<file path="src/rtl/csa_resolver.sv">
// csa_resolver: iterative carry-save to binary resolver.
// Applies one half-adder step per cycle until the carry vector is zero.
module csa_resolver #(
    parameter int WIDTH = 4,
    parameter int CW    = $clog2(WIDTH + 2)
) (
    input  logic             clk,
    input  logic             rst_n,
    input  logic             abort,
    input  logic             in_valid,
    output logic             in_ready,
    input  logic [WIDTH-1:0] in_sum,
    input  logic [WIDTH-1:0] in_carry,
    output logic             out_valid,
    input  logic             out_ready,
    output logic [WIDTH:0]   out_result,
    output logic [CW-1:0]    out_steps
);

    typedef enum logic [1:0] {
        IDLE,
        BUSY,
        DONE
    } state_t;

    state_t         state;
    state_t         state_next;
    logic [WIDTH:0] s;
    logic [WIDTH:0] c;
    logic [CW-1:0]  cnt;
    logic           load;
    logic           step;
    logic           latch;

    assign in_ready  = (state == IDLE);
    assign out_valid = (state == DONE);

    // State register
    always_ff @(posedge clk or negedge rst_n) begin
        if (!rst_n) begin
            state <= IDLE;
        end else begin
            state <= state_next;
        end
    end

    // Next-state logic and datapath strobes; abort overrides everything
    always_comb begin
        state_next = state;
        load       = 1'b0;
        step       = 1'b0;
        latch      = 1'b0;
        if (abort) begin
            state_next = IDLE;
        end else begin
            unique case (state)
                IDLE: begin
                    if (in_valid) begin
                        load       = 1'b1;
                        state_next = BUSY;
                    end
                end
                BUSY: begin
                    if (c == '0) begin
                        latch      = 1'b1;
                        state_next = DONE;
                    end else begin
                        step = 1'b1;
                    end
                end
                DONE: begin
                    if (out_ready) begin
                        state_next = IDLE;
                    end
                end
                default: state_next = IDLE;
            endcase
        end
    end

    // Redundant pair, step counter and result registers
    always_ff @(posedge clk or negedge rst_n) begin
        if (!rst_n) begin
            s          <= '0;
            c          <= '0;
            cnt        <= '0;
            out_result <= '0;
            out_steps  <= '0;
        end else begin
            if (abort) begin
                cnt <= '0;
            end else if (load) begin
                s   <= {1'b0, in_sum};
                c   <= {1'b0, in_carry};
                cnt <= '0;
            end else if (step) begin
                // s+c is invariant; the true sum fits WIDTH+1 bits so
                // the shifted-out MSB is always zero.
                s   <= s ^ c;
                c   <= (s & c) << 1;
                cnt <= cnt + CW'(1);
            end
            if (latch) begin
                out_result <= s;
                out_steps  <= cnt;
            end
        end
    end

endmodule
</file>
<file path="config.mk">
export PLATFORM = sky130hd
export DESIGN_NAME = csa_resolver
export DESIGN_NICKNAME = d
export VERILOG_FILES = /design/src/rtl/csa_resolver.sv
export SDC_FILE = /design/constraint.sdc
export NUM_CORES = 1
export LEC_CHECK = 0
export ABC_AREA = 1
export CORE_AREA = 2 2 63 65
export CTS_BUF_LIST = sky130_fd_sc_hd__clkbuf_2
export DETAILED_ROUTE_END_ITERATION = 10
export DIE_AREA = 0 0 65 67
export PLACE_DENSITY = 0.53
export SLEW_MARGIN = 40
export SYNTH_ARGS = -nofsm -noshare
export SYNTH_HDL_FRONTEND = slang
export SYNTH_SLANG_ARGS = --single-unit
</file>
<file path="constraint.sdc">
create_clock -name clk -period 3.2 [get_ports clk]
set_clock_uncertainty 0.1 [all_clocks]
set_input_delay 0.96 -clock clk [delete_from_list [all_inputs] [get_ports clk]]
set_output_delay 0.96 -clock clk [all_outputs]
set_load 0.005 [all_outputs]
</file>
==> results of run 1 <==
-- registers in the layout, indices dropped and copies added, names as in the netlist --
signal      cells
c               5
cnt             3
out_result      5
out_steps       3
s               5
state           2
-- power groups by stage --
stage / Clock [mW] / Combinational, mW / Sequential [mW]
2_1_floorplan: 0 / 0.332 / 0.432
6_report: 0.116 / 0.443 / 0.444
4_1_cts: 0.123 / 0.453 / 0.444
3_3_place_gp: 0 / 0.444 / 0.449
5_1_grt: 0.138 / 0.507 / 0.455
3_5_place_dp: 0 / 0.453 / 0.451
-- cell usage in the layout (no fill, tap or decap) --
master / synthesis / final
clkdlybuf4s50_1: 0 / 22
buf_4: 1 / 2
nand2_2: 1 / 1
nor2_8: 1 / 1
o21ai_1: 8 / 8
o21bai_1: 1 / 1
nand3_1: 15 / 15
nand2_1: 59 / 59
ha_1: 5 / 5
clkinv_2: 0 / 1
nor2_1: 6 / 6
nand4_1: 7 / 7
dfrtp_1: 23 / 23
nand2_4: 1 / 1
nand3_4: 2 / 2
nor2_2: 1 / 1
a21oi_2: 1 / 1
inv_1: 5 / 5
clkbuf_2: 0 / 3
o22ai_1: 1 / 1
inv_2: 4 / 4
-- cells by family after synthesis --
group | Yosys count | share of synthesized area
buffers and inverters | 16 | 0.0824
and+or+nand+nor | 93 | 0.355
adders and majority gates | 5 | 0.0503
DFF | 23 | 0.462
AOI/OAI and AO/OA | 11 | 0.0503
-- worst register-to-register path: stages (launching register included) --
cell and delay, ns:
dfrtp_1 0.46, nor2_1 0.13, nand3_1 0.45, nand2_4 0.36, nand2_2 0.16, nand2_1 0.09
nand2_1 0.05
-- final cells by class --
| class | count | area, µm² |
|---|---|---|
| Sequential cell | 23 | 576 |
| Clock inverter | 1 | 5.00 |
| Inverter | 9 | 33.8 |
| Timing Repair Buffer | 24 | 235 |
| Multi-Input combinational cell | 109 | 567 |
| Fill cell | 398 | 2110 |
| Clock buffer | 3 | 15.0 |
| Tap cell | 48 | 60.1 |
-- per-stage QoR --
step            util  std cells  hold WS [ns]  cell area (µm²)  setup WS [ns]
6_report       0.414        217         0.406             1490          0.533
5_1_grt        0.414        217         0.449             1490          0.407
4_1_cts        0.414        217         0.416             1490          0.497
3_5_place_dp   0.408        213         0.369             1470          0.584
3_3_place_gp   0.408        213         0.366             1470          0.625
2_1_floorplan      -        148         0.365             1240           1.42
-- layer usage --
layer  wire (µm)  vias to the layer above  GRT usage
li1            -                      526          -
met1        1170                      460      0.159
met2        1140                       19      0.222
met3          83                        2     0.0203
met4          14                        0     0.0319
met5           0                        -          0
-- worst paths after layout --
check                          endpoint  cells past startpoint
max reg2reg                        c[2]                      6
min reg2reg                out_steps[1]                      2
min                        out_steps[1]                      2
max in group asynchronous      state[0]                      2
max                            in_ready                      3
min in group asynchronous  out_steps[0]                      2
==> summary.txt, run 1 <==
Pwr
  • Internal power: 0.588 mW
  • Switching share of power: 0.414
  • Leakage: 0.804 nW
  • Total Power: 1.00 mW
  • NetSw: 0.415 mW
  • Sequential Power Share: 0.442
  • PD cells: 672 nW/µm²
  • Max VDD drop: 198 µV
  • Clk pwr share: 0.116
  • Combinational share of power: 0.442

Setup path
  • Max stage delay on crit path: 0.52 ns
  • Worst path bufs/invs: 2
  • Worst Path Required: 2.14 ns
  • Worst r2r src: c[0]
  • Crit path capture type: output pin
  • Worst setup SP type: register
  • Crit. Startpoint: state[0]
  • Crit-path max FO: 11
  • Crit Path Category: register to output pin
  • R2r setup slk: 1.32 ns
  • Critical-path top delay cell: clkdlybuf4s50_1
  • Crit path cell chain: nor2_2 > buf_4 > clkdlybuf4s50_1
  • Worst path top cell family by delay: buffers and inverters
  • Crit path arrival time: 1.61 ns

Drt
  • DR pass1 iterations: 4
  • Vias per inst: 4.64
  • Post-DR wirelength/cell: 11.1 µm
  • DRC viols: 0
  • Remaining antenna violation count after routing: 0
  • Initial DRC Count: 40
  • Vias: 1,007
  • Post-Route WL: 2410 µm

Die
  • Die width: 65 µm
  • Row Count: 22
  • Core Footprint: 3610 µm²
  • IO Pins: 23
  • Starting Density: 0.345
  • Die Area: 4360 µm²
  • Die height: 67 µm

STA
  • Unrepaired setup endpoints after global routing: no
  • Worst slew pin tran: 0.643 ns
  • Setup_tns: 0 ns
  • Minimum clock period: 2.67 ns
  • Worst slew margin: 0.570
  • Period utilization: 0.834
  • Max Clock Freq: 0.375 GHz
  • Setup violations, final: 0
  • Slew Limit Fails: 0
  • Final Hold Vio Count: 0

GRT
  • Global route total overflow: 0
  • Vias in the first global route: 970
  • Antenna violations before repair: 0
  • First-pass GRT wire length: 4240 µm
  • Largest net degree at the start of global routing: 24
  • GRT Total Usage: 0.125

Placed design
  • DP Wirelength: 1860 µm
  • RePlAce Congestion: 0.819
  • Port bufs: 22

Min path
  • Hold Path Class: register to register
  • Hold_sp: out_steps[1]

Run
  • Max-cap violation count: 0

Yosys
  • Commonest cells in the netlist: nand2_1 (59), dfrtp_1 (23), nand3_1 (15)
  • Post-synth ARST share: 1.00
  • Synthesized instance count: 148
  • Ys Warns: 0
  • Most numerous cell in the Yosys netlist: nand2_1
  • Yosys cell types: 20
  • Post-synth top flop: dfrtp_1
  • Syn Area/Cell: 8.41 µm²
  • Synth Net Count: 166
  • Seq/Total Area, Yosys: 0.462
  • Cell Area, Synth: 1240 µm²
  • Count of state elements after synthesis: 23
  • Synth top area cells: dfrtp_1 (46%), nand2_1 (18%), nand3_1 (6.0%)
  • Synth top area share: 0.462
  • Post-synth EDFFs: 0
  • Largest area contributor in the netlist: dfrtp_1

Clocking
  • Clock H-tree levels: 1
  • Root Driver: clkbuf_2
  • Setup bufs post-CTS: 0
  • Clock Sinks: 23
  • Clock Latency Late Sink: 0.32 ns
  • TritonCTS clock tree: yes
  • Clk buf depth: 2
  • Post_cts resized: 0
  • Clk pin slew, worst setup/hold paths: 0.22 ns
  • Hold Buf Count CTS: 0
  • Clock buffer count from CTS: 3

Status
  • Status: finished clean

Finish
  • # diodes: 0
  • Share of cells above drive strength 1: 0.101
  • Layout area overhead: 19.8%
  • Nets: 188
No activity file was read; power rests on OpenSTA's default activity.
==> run 2, diff against run 1 <==
- PLACE_DENSITY: 0.53 -> 0.55
- clock period: 3.2 -> 2.35 ns (I/O delays scaled with it)
==> summary.txt, run 2 (synthesis results as in run 1) <==
Status
  • Status: finished clean

GRT
  • Met2 usage: 0.219 (-0.00258)
  • Met1 Track Usage GR: 0.169 (+0.00995)
  • Antenna violations before repair: 0 (unchanged)
  • Vias in the first global route: 989 (+2.0%)
  • GR Util met3: 0.0405 (+0.0203)
  • First-pass GRT wire length: 4380 µm (+3.4%)
  • Largest net degree at the start of global routing: 24 (unchanged)
  • Global route total overflow: 0 (unchanged)
  • GRT Total Usage: 0.132 (+0.00656)
  • GRT busiest layer: met2

Finish
  • # fillers: 378 (-5.0%)
  • Commonest non-fill, non-tap cell in the layout: nand2_1
  • Register area: 577 µm² (+0.22%)
  • Share of cells above drive strength 1: 0.133 (+0.0324)
  • Top Registers: c (5), out_result (5), s (5)
  • Nets: 192 (+2.1%)
  • Highest-count cells in the layout ignoring fill and taps: nand2_1 (59), dfrtp_1 (22), clkdlybuf4s50_1 (22)
  • # diodes: 0 (unchanged)
  • Area of the multi-input gates: 569 µm² (+0.44%)
  • Layout area overhead: 22.5%

Clocking
  • Clk pin slew, worst setup/hold paths: 0.20 ns (-0.02 ns)
  • TritonCTS clock tree: yes
  • Root Driver: clkbuf_2
  • Clock buffer count from CTS: 3 (unchanged)
  • Clock Sinks: 23 (unchanged)
  • Clk buf depth: 2 (unchanged)
  • Hold Buf Count CTS: 0 (unchanged)
  • Clock H-tree levels: 1 (unchanged)
  • Clock Latency Late Sink: 0.32 ns (about the same)

Drt
  • Initial DRC Count: 42 (+5.0%)
  • DR pass1 iterations: 4 (unchanged)
  • Post-DR wirelength/cell: 11.1 µm (-0.14%)
  • Vias per inst: 4.58 (-1.3%)
  • Vias: 1,012 (+0.50%)
  • DRC viols: 0 (unchanged)
  • Post-Route WL: 2450 µm (+1.7%)
  • Remaining antenna violation count after routing: 0 (unchanged)

STA
  • Slew Limit Fails: 0 (unchanged)
  • Final worst slack: 0.108 ns (-0.424 ns)
  • Worst slew margin: 0.805 (+0.235)
  • Max Clock Freq: 0.446 GHz
  • Setup violations, final: 0 (unchanged)
  • Minimum clock period: 2.24 ns
  • Setup_tns: 0 ns (unchanged)
  • Final Hold Vio Count: 0 (unchanged)
  • Period utilization: 0.954
  • Unrepaired setup endpoints after global routing: no
  • Worst slew pin tran: 0.292 ns (-0.350 ns)

Die
  • Core Footprint: 3610 µm² (unchanged)
  • Die height: 67 µm (unchanged)
  • Row Count: 22 (unchanged)
  • Starting Density: 0.345 (unchanged)
  • Die Area: 4360 µm² (unchanged)
  • IO Pins: 23 (unchanged)
  • Die width: 65 µm (unchanged)

Setup path
  • Crit path capture type: output pin
  • Crit Path Category: register to output pin
  • Reg2reg path depth: 6 (unchanged)
  • Reg-to-Reg End: s[3]
  • Crit path cell chain: inv_1 > nor2_2 > clkdlybuf4s50_1
  • R2r setup slk: 0.88 ns (-0.44 ns)
  • Max stage delay on crit path: 0.51 ns (about the same)
  • Worst path bufs/invs: 2 (unchanged)
  • Worst path top cell family by delay: buffers and inverters
  • Worst setup SP type: register
  • Crit-path max FO: 2 (-9)
  • Worst r2r src: state[0]
  • Crit path arrival time: 1.44 ns (-0.17 ns)
  • Worst Path Required: 1.54 ns (-0.60 ns)
  • Critical-path top delay cell: clkdlybuf4s50_1
  • Crit. Startpoint: state[1]

Placed design
  • RePlAce Congestion: 0.802 (-2.1%)
  • Post-Place Worst Slack: 0.158 ns (-0.426 ns)
  • Port bufs: 22 (unchanged)
  • DP Wirelength: 1950 µm (+4.9%)

Min path
  • Hold endpoint: out_result[0]
  • Hold Path Class: register to register
  • Hold_sp: out_result[0]
  • WHS Path Cells: 2 (unchanged)

Pwr
  • Leakage: 0.821 nW (+2.2%)
  • Max VDD drop: 633 µV (+220%)
  • PD cells: 922 nW/µm² (+37%)

Run
  • Max-cap violation count: 0 (unchanged)
## run 2: area by class of cell
type	instances	area share
clock buffers	4	0.0131
inverters	9	0.0221
multi-input cells	109	0.373
flip-flops and latches	23	0.378
well taps	48	0.0394
repair buffers	28	0.174
## run 2: power by group
| group | leakage (nW) | switching, mW | internal (mW) | total, mW |
|---|---|---|---|---|
| clock network | 0.0166 | 0.112 | 0.0450 | 0.157 |
| registers | 0.307 | 0.0927 | 0.508 | 0.601 |
| logic | 0.497 | 0.363 | 0.287 | 0.649 |
| total | 0.821 | 0.567 | 0.840 | 1.41 |
## run 2: worst register-to-register path, cell delays in order, from the launching register on
cell and delay (ns):
dfrtp_2 0.47, nor2_2 0.12, buf_4 0.20, nand3_4 0.20
nand2_2 0.20, nand2_1 0.08, nand2_1 0.06
## run 2: worst max path at each step
stage,endpoint,depth (start not counted),slack (ns)
floorplan,in_ready,2,0.83
global placement,s[0],8,0.20
detailed placement,s[3],8,0.16
CTS,out_valid,3,0.05
global route,in_ready,2,0.006
finish,out_valid,3,0.11
## run 2: what timing repair did
action | CTS | global route
gates resized for setup | 0 | 2
endpoints found under the setup margin | 0 | 2
setup buffers | 0 | 1
## run 2: per-layer routing
layer  up-vias  share of wire
met5         -              0
met4         0         0.0041
met3         2          0.041
met2        18           0.48
met1       463           0.47
li1        529              -
## run 2: metrics by stage
step,util,std cells,area (µm²),hold WS (ns),total power [mW]
2_1_floorplan,-,148,1240,0.309,1.04
3_3_place_gp,0.414,216,1490,0.366,1.25
3_5_place_dp,0.414,216,1490,0.371,1.26
4_1_cts,0.420,220,1510,0.415,1.41
5_1_grt,0.423,221,1530,0.432,1.54
6_report,0.423,221,1530,0.405,1.41
==> run 3, diff against run 2 <==
- CTS_CLUSTER_SIZE: not set -> 28
- TNS_END_PERCENT: not set -> 20
==> summary.txt, run 3 (synthesis results as in run 1) <==
Status
  • Status: finished clean

Drt
  • DRC viols: 0 (unchanged)
  • Remaining antenna violation count after routing: 0 (unchanged)
  • Post-Route WL: 2430 µm (-0.53%)
  • Vias: 1,008 (-0.40%)
  • Vias per inst: 4.58 (about the same)
  • Post-DR wirelength/cell: 11.1 µm (about the same)
  • DR pass1 iterations: 4 (unchanged)
  • Initial DRC Count: 42 (unchanged)

Finish
  • Top Registers: c (5), out_result (5), s (5)
  • Nets: 191 (-0.52%)
  • Highest-count cells in the layout ignoring fill and taps: nand2_1 (59), dfrtp_1 (22), clkdlybuf4s50_1 (22)
  • Area of the multi-input gates: 569 µm² (unchanged)
  • Final instance area: 1520 µm² (-0.49%)
  • # fillers: 379 (+0.26%)
  • # diodes: 0 (unchanged)
  • Commonest non-fill, non-tap cell in the layout: nand2_1
  • Non-Filler Instances: 220 (-0.45%)
  • Layout area overhead: 21.9%
  • Register area: 577 µm² (unchanged)
  • Share of cells above drive strength 1: 0.128 (-0.00504)

Setup path
  • Reg-to-Reg End: s[3]
  • Worst Path Required: 1.54 ns (about the same)
  • Crit-path max FO: 3 (+1)
  • Worst setup SP type: register
  • R2r setup slk: 0.86 ns (-0.02 ns)
  • Crit path arrival time: 1.44 ns (about the same)
  • Crit path capture type: output pin
  • Worst r2r src: state[0]
  • Reg2reg path depth: 6 (unchanged)
  • Crit Path Category: register to output pin

Clocking
  • Clock Sinks: 23 (unchanged)
  • Root Driver: clkbuf_2
  • Clock buffer count from CTS: 3 (unchanged)
  • Clock Latency Late Sink: 0.32 ns (about the same)
  • Clk buf depth: 2 (unchanged)
  • Hold Buf Count CTS: 0 (unchanged)
  • Clk pin slew, worst setup/hold paths: 0.20 ns (about the same)
  • Post_cts resized: 0 (unchanged)
  • TritonCTS clock tree: yes
  • Clock H-tree levels: 1 (unchanged)
  • Setup bufs post-CTS: 0 (unchanged)

Pwr
  • Total Power: 1.40 mW (-0.58%)
  • Max VDD drop: 633 µV (about the same)
  • Leakage: 0.816 nW (-0.63%)
  • PD cells: 922 nW/µm² (about the same)

STA
  • Worst slew pin tran: 0.292 ns (-0.0000125 ns)
  • Max Clock Freq: 0.444 GHz (-0.36%)
  • Slew Limit Fails: 0 (unchanged)
  • Final worst slack: 0.100 ns (-0.00812 ns)
  • Minimum clock period: 2.25 ns (+0.00812 ns)
  • Final Hold Vio Count: 0 (unchanged)
  • Unrepaired setup endpoints after global routing: yes
  • Setup_tns: 0 ns (unchanged)
  • Setup violations, final: 0 (unchanged)
  • Worst slew margin: 0.805 (about the same)
  • Period utilization: 0.957 (+0.00346)

Min path
  • Hold_sp: out_result[0]
  • Hold endpoint: out_result[0]
  • Hold Path Class: register to register
  • WHS Path Cells: 2 (unchanged)

Placed design
  • DP Wirelength: 1950 µm (unchanged)
  • DP Cell Count: 216 (unchanged)
  • Port bufs: 22 (unchanged)
  • Post-Place Worst Slack: 0.158 ns (unchanged)
  • RePlAce Congestion: 0.802 (unchanged)
  • Placed Area: 1490 µm² (unchanged)

Die
  • Die height: 67 µm (unchanged)
  • Row Count: 22 (unchanged)
  • Core Footprint: 3610 µm² (unchanged)
  • Starting Density: 0.345 (unchanged)
  • IO Pins: 23 (unchanged)
  • Die Area: 4360 µm² (unchanged)
  • Die width: 65 µm (unchanged)

GRT
  • Largest net degree at the start of global routing: 24 (unchanged)
  • First-pass GRT wire length: 4380 µm (unchanged)
  • GRT Total Usage: 0.132 (unchanged)
  • Vias in the first global route: 989 (unchanged)
  • Global route total overflow: 0 (unchanged)
  • Antenna violations before repair: 0 (unchanged)

Run
  • Max-cap violation count: 0 (unchanged)
## run 3: cell count changes in the layout (fill, tap and decap cells not counted)
| cell | before | now |
|---|---|---|
| buf_4 | 6 | 5 |
## run 3: layout make-up
class | instances | area share
Timing Repair Buffer | 27 | 0.170
Clock buffer | 4 | 0.0132
Tap cell | 48 | 0.0396
Inverter | 9 | 0.0223
Multi-Input combinational cell | 109 | 0.375
Sequential cell | 23 | 0.380
## run 3: worst max path at each step
stage,start,to,slack (ns),depth (start not counted)
after global routing,state[0],in_ready,-0.02,2
final,state[0],in_ready,0.10,2
after CTS,state[1],out_valid,0.05,3
after detailed placement,abort,s[3],0.16,8
after global placement,abort,s[0],0.20,8
after floorplan,state[0],in_ready,0.83,2
## run 3: layer usage
metal,wire length [µm],global-route usage
met1,1140,0.169
met2,1180,0.219
met3,101,0.0405
met4,10,0.0293
met5,0,0
## run 3: where the power goes
| group | internal [mW] | leakage [nW] | switching [mW] |
|---|---|---|---|
| Clock | 0.0450 | 0.0166 | 0.112 |
| Combinational | 0.280 | 0.492 | 0.358 |
| Sequential | 0.508 | 0.307 | 0.0954 |
## run 3: per-stage QoR
step | utilization | hold slack [ns]
after floorplan | - | 0.309
after global placement | 0.414 | 0.366
after detailed placement | 0.414 | 0.371
after CTS | 0.420 | 0.415
after global routing | 0.421 | 0.432
final | 0.421 | 0.405
## run 3: worst max-delay path, cell delays in order, from the launching register on
cell,delay [ns]
dfrtp_2,0.49
nor2_2,0.13
clkdlybuf4s50_1,0.51
